$ cat config.mk
export PLATFORM = sky130hd
export DESIGN_NAME = conv_ctrl_64_33_16
export DESIGN_NICKNAME = d
export VERILOG_FILES = /design/src/rtl/conv_ctrl_pkg.sv /design/src/rtl/conv_ctrl_64_33_16.sv
export SDC_FILE = /design/constraint.sdc
export NUM_CORES = 1
export LEC_CHECK = 0
export BUFFER_PORTS_ARGS = -buffer_cell sky130_fd_sc_hd__buf_4
export CORE_UTILIZATION = 59
export CTS_BUF_LIST = sky130_fd_sc_hd__clkbuf_2 sky130_fd_sc_hd__clkbuf_4 sky130_fd_sc_hd__clkbuf_8
export DETAILED_ROUTE_END_ITERATION = 12
export GPL_ROUTABILITY_DRIVEN = 0
export GPL_TIMING_DRIVEN = 0
export PLACE_DENSITY = 0.95
export SYNTH_ARGS = -nofsm -noshare
export SYNTH_HDL_FRONTEND = slang
export SYNTH_SLANG_ARGS = --single-unit
$ cat constraint.sdc
create_clock -name clk -period 2.8 [get_ports clk]
set_input_delay 0.7 -clock clk [delete_from_list [all_inputs] [get_ports clk]]
set_output_delay 0.7 -clock clk [all_outputs]
set_load 0.03 [all_outputs]
$ cat src/rtl/conv_ctrl_pkg.sv
// Shared constants and types for the 1-D convolution layer controller
// (64 inputs, 33 taps, 16 MAC lanes).
package conv_ctrl_pkg;

    localparam int N   = 64;   // input vector length
    localparam int M   = 33;   // filter taps
    localparam int P   = 16;   // parallel MAC lanes
    localparam int LAT = 2;    // mac_en to accumulator-valid latency of the datapath

    // Number of output groups, each covering P consecutive outputs.
    localparam int G   = (N - M + 1) / P;

    localparam int AW  = $clog2(N);
    localparam int FW  = $clog2(M);
    localparam int LW  = $clog2(P);
    localparam int GW  = (G > 1) ? $clog2(G) : 1;
    localparam int LTW = (LAT > 1) ? $clog2(LAT) : 1;

    typedef enum logic [1:0] {
        LOAD    = 2'd0,
        COMPUTE = 2'd1,
        WAIT    = 2'd2,
        DRAIN   = 2'd3
    } state_t;

    // Base input-buffer read address for tap k of group g; lane p adds p on top.
    function automatic logic [AW-1:0] rd_base(input logic [GW-1:0] g,
                                              input logic [FW-1:0] k);
        int sum;
        sum = int'(g) * P + int'(k);
        return sum[AW-1:0];
    endfunction

endpackage

$ cat src/rtl/conv_ctrl_64_33_16.sv
// Sequencer for one 1-D convolution layer: loads the input vector into the
// buffer, runs G grouped MAC passes over the filter, waits out the datapath
// latency and drains the P lane results one per transfer.
//
// state   | meaning
// --------+--------------------------------------------------------------
// LOAD    | accepting inputs, writing buffer address wcnt
// COMPUTE | one filter tap per cycle for the current group (k = 0..M-1)
// WAIT    | LAT idle cycles until the accumulators hold final sums
// DRAIN   | presenting lane results 0..P-1 on the output handshake
module conv_ctrl_64_33_16
    import conv_ctrl_pkg::*;
(
    input  logic          clk,
    input  logic          reset,
    input  logic          s_valid_x,
    output logic          s_ready_x,
    output logic          x_wr_en,
    output logic [AW-1:0] x_wr_addr,
    output logic [AW-1:0] x_rd_addr,
    output logic [FW-1:0] f_rd_addr,
    output logic          mac_en,
    output logic          mac_clr,
    output logic [LW-1:0] out_sel,
    output logic          m_valid_y,
    input  logic          m_ready_y
);

    // The lane count must tile the valid output range exactly.
    if (((N - M + 1) % P) != 0) begin : g_bad_geometry
        $error("conv_ctrl_64_33_16: (N-M+1) must be a multiple of P");
    end

    state_t           state_q;
    state_t           state_d;
    logic [AW-1:0]    wcnt_q;
    logic [FW-1:0]    k_q;
    logic [GW-1:0]    g_q;
    logic [LTW-1:0]   lat_q;
    logic [LW-1:0]    lane_q;

    logic             in_hs;
    logic             out_hs;
    logic             wcnt_last;
    logic             k_last;
    logic             lat_last;
    logic             lane_last;
    logic             g_last;

    assign in_hs     = s_valid_x && (state_q == LOAD);
    assign out_hs    = m_ready_y && (state_q == DRAIN);
    assign wcnt_last = (wcnt_q == AW'(N - 1));
    assign k_last    = (k_q    == FW'(M - 1));
    assign lat_last  = (lat_q  == LTW'(LAT - 1));
    assign lane_last = (lane_q == LW'(P - 1));
    assign g_last    = (g_q    == GW'(G - 1));

    // State register; reset abandons any partial vector or partial results.
    always_ff @(posedge clk or posedge reset) begin
        if (reset) begin
            state_q <= LOAD;
        end else begin
            state_q <= state_d;
        end
    end

    // Next-state selection from the terminal conditions of each phase.
    always_comb begin
        state_d = state_q;
        case (state_q)
            LOAD: begin
                if (in_hs && wcnt_last) begin
                    state_d = COMPUTE;
                end
            end
            COMPUTE: begin
                if (k_last) begin
                    state_d = WAIT;
                end
            end
            WAIT: begin
                if (lat_last) begin
                    state_d = DRAIN;
                end
            end
            DRAIN: begin
                if (out_hs && lane_last) begin
                    state_d = g_last ? LOAD : COMPUTE;
                end
            end
            default: begin
                state_d = LOAD;
            end
        endcase
    end

    // Input write counter: advances only on accepted inputs.
    always_ff @(posedge clk or posedge reset) begin
        if (reset) begin
            wcnt_q <= '0;
        end else if (in_hs) begin
            wcnt_q <= wcnt_last ? '0 : wcnt_q + 1'b1;
        end
    end

    // Tap counter: one tap per COMPUTE cycle, back to 0 after the last tap.
    always_ff @(posedge clk or posedge reset) begin
        if (reset) begin
            k_q <= '0;
        end else if (state_q == COMPUTE) begin
            k_q <= k_last ? '0 : k_q + 1'b1;
        end
    end

    // Group counter: cleared when a new vector is complete in the buffer,
    // stepped after each group's final lane leaves, cleared after the last group.
    always_ff @(posedge clk or posedge reset) begin
        if (reset) begin
            g_q <= '0;
        end else if (in_hs && wcnt_last) begin
            g_q <= '0;
        end else if (out_hs && lane_last) begin
            g_q <= g_last ? '0 : g_q + 1'b1;
        end
    end

    // Latency counter: counts the idle cycles between the last tap and the drain.
    always_ff @(posedge clk or posedge reset) begin
        if (reset) begin
            lat_q <= '0;
        end else if (state_q == COMPUTE && k_last) begin
            lat_q <= '0;
        end else if (state_q == WAIT) begin
            lat_q <= lat_last ? '0 : lat_q + 1'b1;
        end
    end

    // Lane counter: advances only on accepted outputs, so backpressure holds it.
    always_ff @(posedge clk or posedge reset) begin
        if (reset) begin
            lane_q <= '0;
        end else if (state_q == WAIT && lat_last) begin
            lane_q <= '0;
        end else if (out_hs) begin
            lane_q <= lane_last ? '0 : lane_q + 1'b1;
        end
    end

    // Output decode from state and counters only; addresses read 0 outside
    // their own phase so idle buses stay quiet.
    always_comb begin
        s_ready_x = 1'b0;
        x_wr_addr = '0;
        x_rd_addr = '0;
        f_rd_addr = '0;
        mac_en    = 1'b0;
        mac_clr   = 1'b0;
        out_sel   = '0;
        m_valid_y = 1'b0;
        case (state_q)
            LOAD: begin
                s_ready_x = 1'b1;
                x_wr_addr = wcnt_q;
            end
            COMPUTE: begin
                mac_en    = 1'b1;
                mac_clr   = (k_q == '0);
                f_rd_addr = k_q;
                x_rd_addr = rd_base(g_q, k_q);
            end
            WAIT: begin
            end
            DRAIN: begin
                m_valid_y = 1'b1;
                out_sel   = lane_q;
            end
            default: begin
            end
        endcase
    end

    // The buffer write strobe is the only output allowed to follow an input directly.
    assign x_wr_en = s_valid_x && s_ready_x;

endmodule
-- Word level (Yosys, flattened, before mapping)
Cells that the tools add are included.
- mux-type cells: 25
- reductions and logical operators: 13
- add/subtract/negate cells: 6
- eq/ne operators: 10
- operators by type and width (operator ; count):
    two-way mux 6 bit ; 5
    two-way mux 4 bit ; 4
    adder 6 x 1 -> 6 bit, second input constant ; 2
    == test 6 bit, second input constant ; 2
    two-way mux 1 bit ; 11
    two-way mux 2 bit ; 4
    case mux 2 bit (4 select lines) ; 1
    logical AND 1 bit ; 7
    adder 5 x 6 -> 6 bit ; 1
    zero test 6 bit ; 1
    nonzero test 2 bit ; 3
    adder 4 x 1 -> 4 bit, second input constant ; 1
    == test 2 bit, second input constant ; 2
    == test 4 bit, second input constant ; 1
    inequality test 2 x 1 -> 1 bit, second input constant ; 2
    inequality test 2 bit, second input constant ; 2
    AND reduction 4 bit ; 1
    adder 1 bit, second input constant ; 2
    == test 2 x 1 -> 1 bit, second input constant ; 1
    zero test 2 bit ; 1
- flip-flop bits (word level): 20
- output and inout port bits: 27
- logic and storage cells: 60
- input bits: 4

-- Depth between registers and ports, before layout
Gate-level depths: netlist (run 1).
- depth after elaboration: 5
- gate-level depth with buffers: 7
- gate-level depth less buffers: 7

-- Worst setup path after synthesis (run 1)
Ideal clock, no wire load.
- kind: register to output
- from: register state_q[1]
- to: output mac_clr
- data arrival time: 1.926 ns
- data required time: 2.100 ns
- stages on the path, launching flop included: 5
- path buffers: 1
- slack: 0.174 ns
- cells stage by stage: dfrtp_1 > inv_1 > ha_1 > clkbuf_1 > nor3b_1
- longest elaborated chain between the ends: 2
- ends and longest elaborated chain (element ; RTL line ; RTL):
    from (decl) ; conv_ctrl_64_33_16.sv:34 ; state_t state_q;
    from (signal assigned) ; conv_ctrl_64_33_16.sv:63 ; state_q <= state_d;
    == test 2 x 1 -> 1 bit ; conv_ctrl_64_33_16.sv:160 ; case (state_q)
    two-way mux 1 bit ; conv_ctrl_64_33_16.sv:160 ;
    to (decl) ; conv_ctrl_64_33_16.sv:23 ; output logic mac_clr,
No other way between the ends.

-- Worst setup path in the final report (run 1)
Ends and elaborated chain as after synthesis.

==> flow_summary.ini, run 1 <==
[synth]
synthesis.nets = 141
synthMostInstantiatedCell = dfrtp_1
post-synth-top-area-cell = dfrtp_1
unique_cell_type_count_in_the_yosys_netlist = 31
syn_area_per_cell_um2 = 9.70
synth_area_leaders = dfrtp_1 (40%), and2_1 (9.1%), ha_1 (9.1%)
synthesized_area_um2 = 1240
asyncSetResetFlopFracSynth = 1.00
synth_seq_area_share = 0.403
yosys_warnings = 0
netlist_top_cells_count = dfrtp_1 (20), and2_1 (18), a21oi_1 (10), ha_1 (9), inv_1 (9)
ys.flop_type = dfrtp_1
ys_ff_latch = 20
syn_inst = 128
number_of_enable_type_register_cells_in_the_synthesized_netlist = 0
netlist.area_leader.share = 0.403

[setup_path]
endpoint_kind = output port
timing_worst_setup_path_type = reg2out
cp.arrival_ps = 1980
timing.critical_path.from_type = flip-flop
worstPathMaxFanout = 10
critical_path_required_ps = 2100

[timing]
hold_viol_final = 0
fin_skew_ps = 9.46
max_freq_mhz = 373
setup_viol_count_final = 0
period_share = 0.958
worst-slew-pin-transition_ps = 778
final_critical_path_time_including_i_o_delays_and_setup_ps = 2680
fin_tns_setup_ps = 0
grt_setup_unrepaired = false
timing.slew.headroom = 0.481
final_max_slew_viol_count = 0

[route]
route.final.wire_length_um = 2770
drc_errors = 0
postRouteAntennaNets = 0
drt-pass1-iter-count = 4
wl_per_cell_um = 14.6
drtIter0Drc = 29
num_vias = 1062
drt-vias-per-instance = 5.62

[global_routing]
grt_first_pass_wirelength_um = 3960
grt_remaining_overflow = 0
grt_antenna_before_repair = 0
grt_pass1_vias = 918
track_usage = 0.248
largest_net_degree_at_the_start_of_global_routing = 21

[finish]
synthToLayoutAreaGrowth_pct = 25.1
drive_gt1_frac = 0.265
seq_area_um2 = 500
multi_input_area_um2 = 673
num-fill-cells = 130
final_net_count = 176
antenna_cells = 0

[cts]
cts_repair_resize_count = 0
clock-root-buffer = clkbuf_4
cts_setup_buffers = 0
cts-buffers-inserted = 3
clk_latency_worst_skew_pair_ps = 310
postCtsHoldBufs = 0
clock_tree.htree_level_count = 1
cts_num_sinks = 20
cts_tree = built
clk_transition_reported_paths_ps = 130
cts-root-to-sink-buffers = 2

[status]
outcome = finished clean

[worst_hold_path]
worst_hold_path_type = in2async

[placed_design]
io_buffer_count = 30
placed_wire_length_estimate_um = 2090

[floorplan]
io-pin-count = 31
chipHeight_um = 47.9
floorplan.core_area_um2 = 1960
floorplan.die_area_um2 = 2290
die_width_um = 47.9
total_number_of_placement_rows = 16
initial_cell_density_of_the_core = 0.633

[job]
drv_cap = 0

[power_and_ir_drop]
leakage_nw = 0.807
power_w = 0.00146
power.ir.vdd_worst_v = 0.000536
power_per_cell_area_nw_per_um2 = 940
-- cell families after synthesis --
group / Yosys count / share of synthesized area
multiplexers: 4 / 0.0373
buffers and inverters: 14 / 0.0544
AND/OR/NAND/NOR: 49 / 0.236
XOR/XNOR: 8 / 0.0564
flip-flops: 20 / 0.403
adder cells (fa/ha/maj): 9 / 0.0907
AO/OA/AOI/OAI: 24 / 0.122
-- cell usage in the layout, fill, tap and decap left out, types with 2 or more instances in the layout --
master	count
inv_1	9
nor2_1	3
dfrtp_1	20
nand2_1	6
xor2_1	4
clkbuf_4	3
buf_4	34
and2_1	18
nor3b_1	2
and3_1	2
nand4_1	4
xnor2_1	4
o21ai_0	7
a21oi_1	10
nand2b_1	3
or3_1	2
nand3_1	6
ha_1	9
mux2i_1	2
-- metrics by stage --
| step | worst slack (ps) | std cells | util | instance area [um^2] | hold slack [ps] |
|---|---|---|---|---|---|
| CTS | 143 | 189 | 0.791 | 1550 | 537 |
| global placement | 589 | 185 | 0.765 | 1500 | 507 |
| detailed placement | 494 | 185 | 0.765 | 1500 | 518 |
| finish | 119 | 189 | 0.791 | 1550 | 521 |
| global route | 38.0 | 189 | 0.791 | 1550 | 548 |
| floorplan | 174 | 128 | - | 1240 | 473 |
-- final cells by class --
| cell class | count | share of cell area |
|---|---|---|
| flip-flops and latches | 20 | 0.322 |
| clock buffers | 3 | 0.0145 |
| inverters | 9 | 0.0218 |
| repair buffers | 30 | 0.145 |
| plain buffers | 5 | 0.0218 |
| clock inverters | 1 | 0.0193 |
| multi-input cells | 94 | 0.434 |
| well taps | 27 | 0.0218 |
-- state kept, by name, indices dropped and copies added (netlist names) --
name,flops
g_last,1
state_q,2
wcnt_q,6
lane_q,4
lat_last,1
k_q,6
-- per-layer routing --
metal,GRT usage,share of wire,up-vias
li1,-,-,506
met1,0.282,0.42,517
met2,0.457,0.53,34
met3,0.0415,0.033,5
met4,0.0944,0.012,0
met5,0,0,-
-- report_power, final --
| part | leakage, nW | switching [W] | total [W] | internal, W |
|---|---|---|---|---|
| registers | 0.262 | 0.0000767 | 0.000428 | 0.000351 |
| clock network | 0.0279 | 0.0000973 | 0.000242 | 0.000145 |
| logic | 0.516 | 0.000469 | 0.000790 | 0.000320 |
| total | 0.807 | 0.000643 | 0.00146 | 0.000816 |
-- worst max-delay path, stage by stage (launching register included) --
cell      delay [ps]
dfrtp_1          450
inv_1            130
ha_1             280
clkbuf_1         320
nor3b_1          270
buf_4            210
-- path summary, 6_finish.rpt --
kind                                 start         end  slack (ps)  depth (start not counted)
worst max register to register  state_q[0]  state_q[1]         780                          6
worst min-delay path                 reset  state_q[1]         520                          2
max in group asynchronous            reset      k_q[2]        1790                          2
worst max-delay path            state_q[1]     mac_clr         120                          5
min in group clk                 wcnt_q[4]   wcnt_q[4]         530                          1
worst min register to register   wcnt_q[4]   wcnt_q[4]         530                          1
(Power assumes the default switching activity.)
==> run 2: changes to the inputs <==
Settings changed: CORE_UTILIZATION 59 to 49, PLACE_DENSITY 0.95 to 0.85, REMOVE_ABC_BUFFERS set to 1.
Clock period 2.8 ns to 2.4 ns, I/O delays scaled along.
==> run 2 against run 1 <==
Effect of this change:
- clock power is 12% higher
- non-clock buffer count is 1 higher
- wire length is 7.6% lower
- die area is 20% higher
- power is 19% higher
- combinational power is 25% higher
- hold slack worse by 100 ps
- core utilization is 10 points lower
- clock skew is 5.0 ps lower
- critical endpoint unchanged
==> flow_summary.ini, run 2 (same netlist as run 1, synthesis figures left out) <==
[placed_design]
io_buffer_count = 30
placed_wire_length_estimate_um = 1800
placed_cells_incl_taps = 181
place_worst_setup_slack_ps = 240
placed_area_um2 = 1470

[global_routing]
largest_net_degree_at_the_start_of_global_routing = 21
grt_antenna_before_repair = 0
grt_pass1_vias = 911
track_usage = 0.187
grt_remaining_overflow = 0
grt_first_pass_wirelength_um = 3810

[finish]
seq_area_um2 = 500
antenna_cells = 0
post_layout_nonfiller_instances = 191
mostFrequentLayoutCells = buf_4 (36), dfrtp_1 (20), and2_1 (18)
layout_commonest_cell = buf_4
stdcell_area_um2 = 1590
synthToLayoutAreaGrowth_pct = 27.9
leading_registers_by_flop_count = k_q (6), wcnt_q (6), lane_q (4)
final_net_count = 177
multi_input_area_um2 = 696
num-fill-cells = 173
drive_gt1_frac = 0.313

[setup_path]
timing.critical_path.from_type = flip-flop
endpoint_kind = output port
cp.arrival_ps = 1750
worstPathMaxFanout = 2
critical_path_required_ps = 1800
timing_worst_setup_path_type = reg2out
reg2regPathDepth = 7

[cts]
cts-buffers-inserted = 3
clk_transition_reported_paths_ps = 120
clk_latency_worst_skew_pair_ps = 290
postCtsHoldBufs = 0
cts-root-to-sink-buffers = 2
clock-root-buffer = clkbuf_4
clock_tree.htree_level_count = 1
cts_num_sinks = 20
cts_tree = built

[route]
route.final.wire_length_um = 2560
drt-pass1-iter-count = 4
postRouteAntennaNets = 0
drt-vias-per-instance = 5.39
drtIter0Drc = 11
num_vias = 1030
wl_per_cell_um = 13.4
drc_errors = 0

[timing]
final_critical_path_time_including_i_o_delays_and_setup_ps = 2350
grt_setup_unrepaired = true
fin_tns_setup_ps = 0
max_freq_mhz = 426
timing.final.ws_setup_ps = 49.8
setup_viol_count_final = 0
worst-slew-pin-transition_ps = 742
hold_viol_final = 0
timing.slew.headroom = 0.505
fin_skew_ps = 4.43
period_share = 0.979
final_max_slew_viol_count = 0

[power_and_ir_drop]
power_w = 0.00174
share_of_total_power_in_combinational_logic = 0.566
netSwitchingPower_w = 0.000729
power.ir.vdd_worst_v = 0.000603
switching_share = 0.419
internal_power_w = 0.00101
leakage_nw = 0.813
clockPowerShare = 0.156
power_per_cell_area_nw_per_um2 = 1100
share_seq_of_total_power = 0.278

[floorplan]
chipHeight_um = 52.3
floorplan.die_area_um2 = 2740
total_number_of_placement_rows = 17
die_width_um = 52.3
io-pin-count = 31
floorplan.core_area_um2 = 2300
initial_cell_density_of_the_core = 0.540

[status]
outcome = finished clean

[worst_hold_path]
worst_hold_path_type = in2async

[job]
drv_cap = 0
[run 2: changes by cell type in the layout (fill, tap and decap cells not counted)]
cell / delta
inv_1: -2
buf_4: +2
inv_2: +2
nor3b_1: -1
nor3b_2: +1
ha_4: +1
clkbuf_1: -1
ha_2: +2
ha_1: -3
[run 2: final timing paths]
| path | from | endpoint | slack [ps] |
|---|---|---|---|
| setup / recovery | k_q[0] | mac_clr | 50 |
| min in group clk | wcnt_q[4] | wcnt_q[4] | 520 |
| setup reg to reg | k_q[0] | state_q[1] | 380 |
| max in group asynchronous | reset | lane_q[0] | 1510 |
| hold reg to reg | wcnt_q[4] | wcnt_q[4] | 520 |
| hold / removal | reset | k_q[0] | 420 |
[run 2: layout make-up]
class	instances	area share
multi-input cells	94	0.438
inverters	9	0.0213
flip-flops and latches	20	0.315
clock inverters	1	0.0189
repair buffers	36	0.170
well taps	28	0.0221
clock buffers	3	0.0142
[run 2: critical path, stage by stage, from the launching register on]
cell     delay [ps]
dfrtp_1         420
inv_2            90
ha_4            130
or4b_4          460
nor3b_2         180
buf_4           180
[run 2: per-layer routing]
layer / track usage / wire [um] / vias to the layer above
met5: 0 / 0 / -
met4: 0.0395 / 0 / 0
met3: 0.0261 / 82 / 0
met2: 0.350 / 1330 / 22
met1: 0.225 / 1150 / 496
li1: - / - / 512
[run 2: power by group through the flow]
stage	Combinational [W]	Sequential (W)	Clock, W
finish	0.000984	0.000484	0.000271
global route	0.00106	0.000496	0.000288
CTS	0.000925	0.000481	0.000276
detailed placement	0.000877	0.000494	0
global placement	0.000838	0.000487	0
floorplan	0.000640	0.000474	0
[run 2: stage by stage]
step            util  hold WS (ps)
5_1_grt        0.691           468
3_3_place_gp   0.639           498
4_1_cts        0.674           437
2_1_floorplan      -           473
3_5_place_dp   0.639           500
6_report       0.691           420
[run 2: what timing repair did]
action / CTS / global route
cloned: 0 / 0
buffers inserted: 3 / 3
pin swaps: 0 / 2
hold endpoints to repair: 0 / 0
endpoints found under the setup margin: 1 / 9
resized for setup: 1 / 6
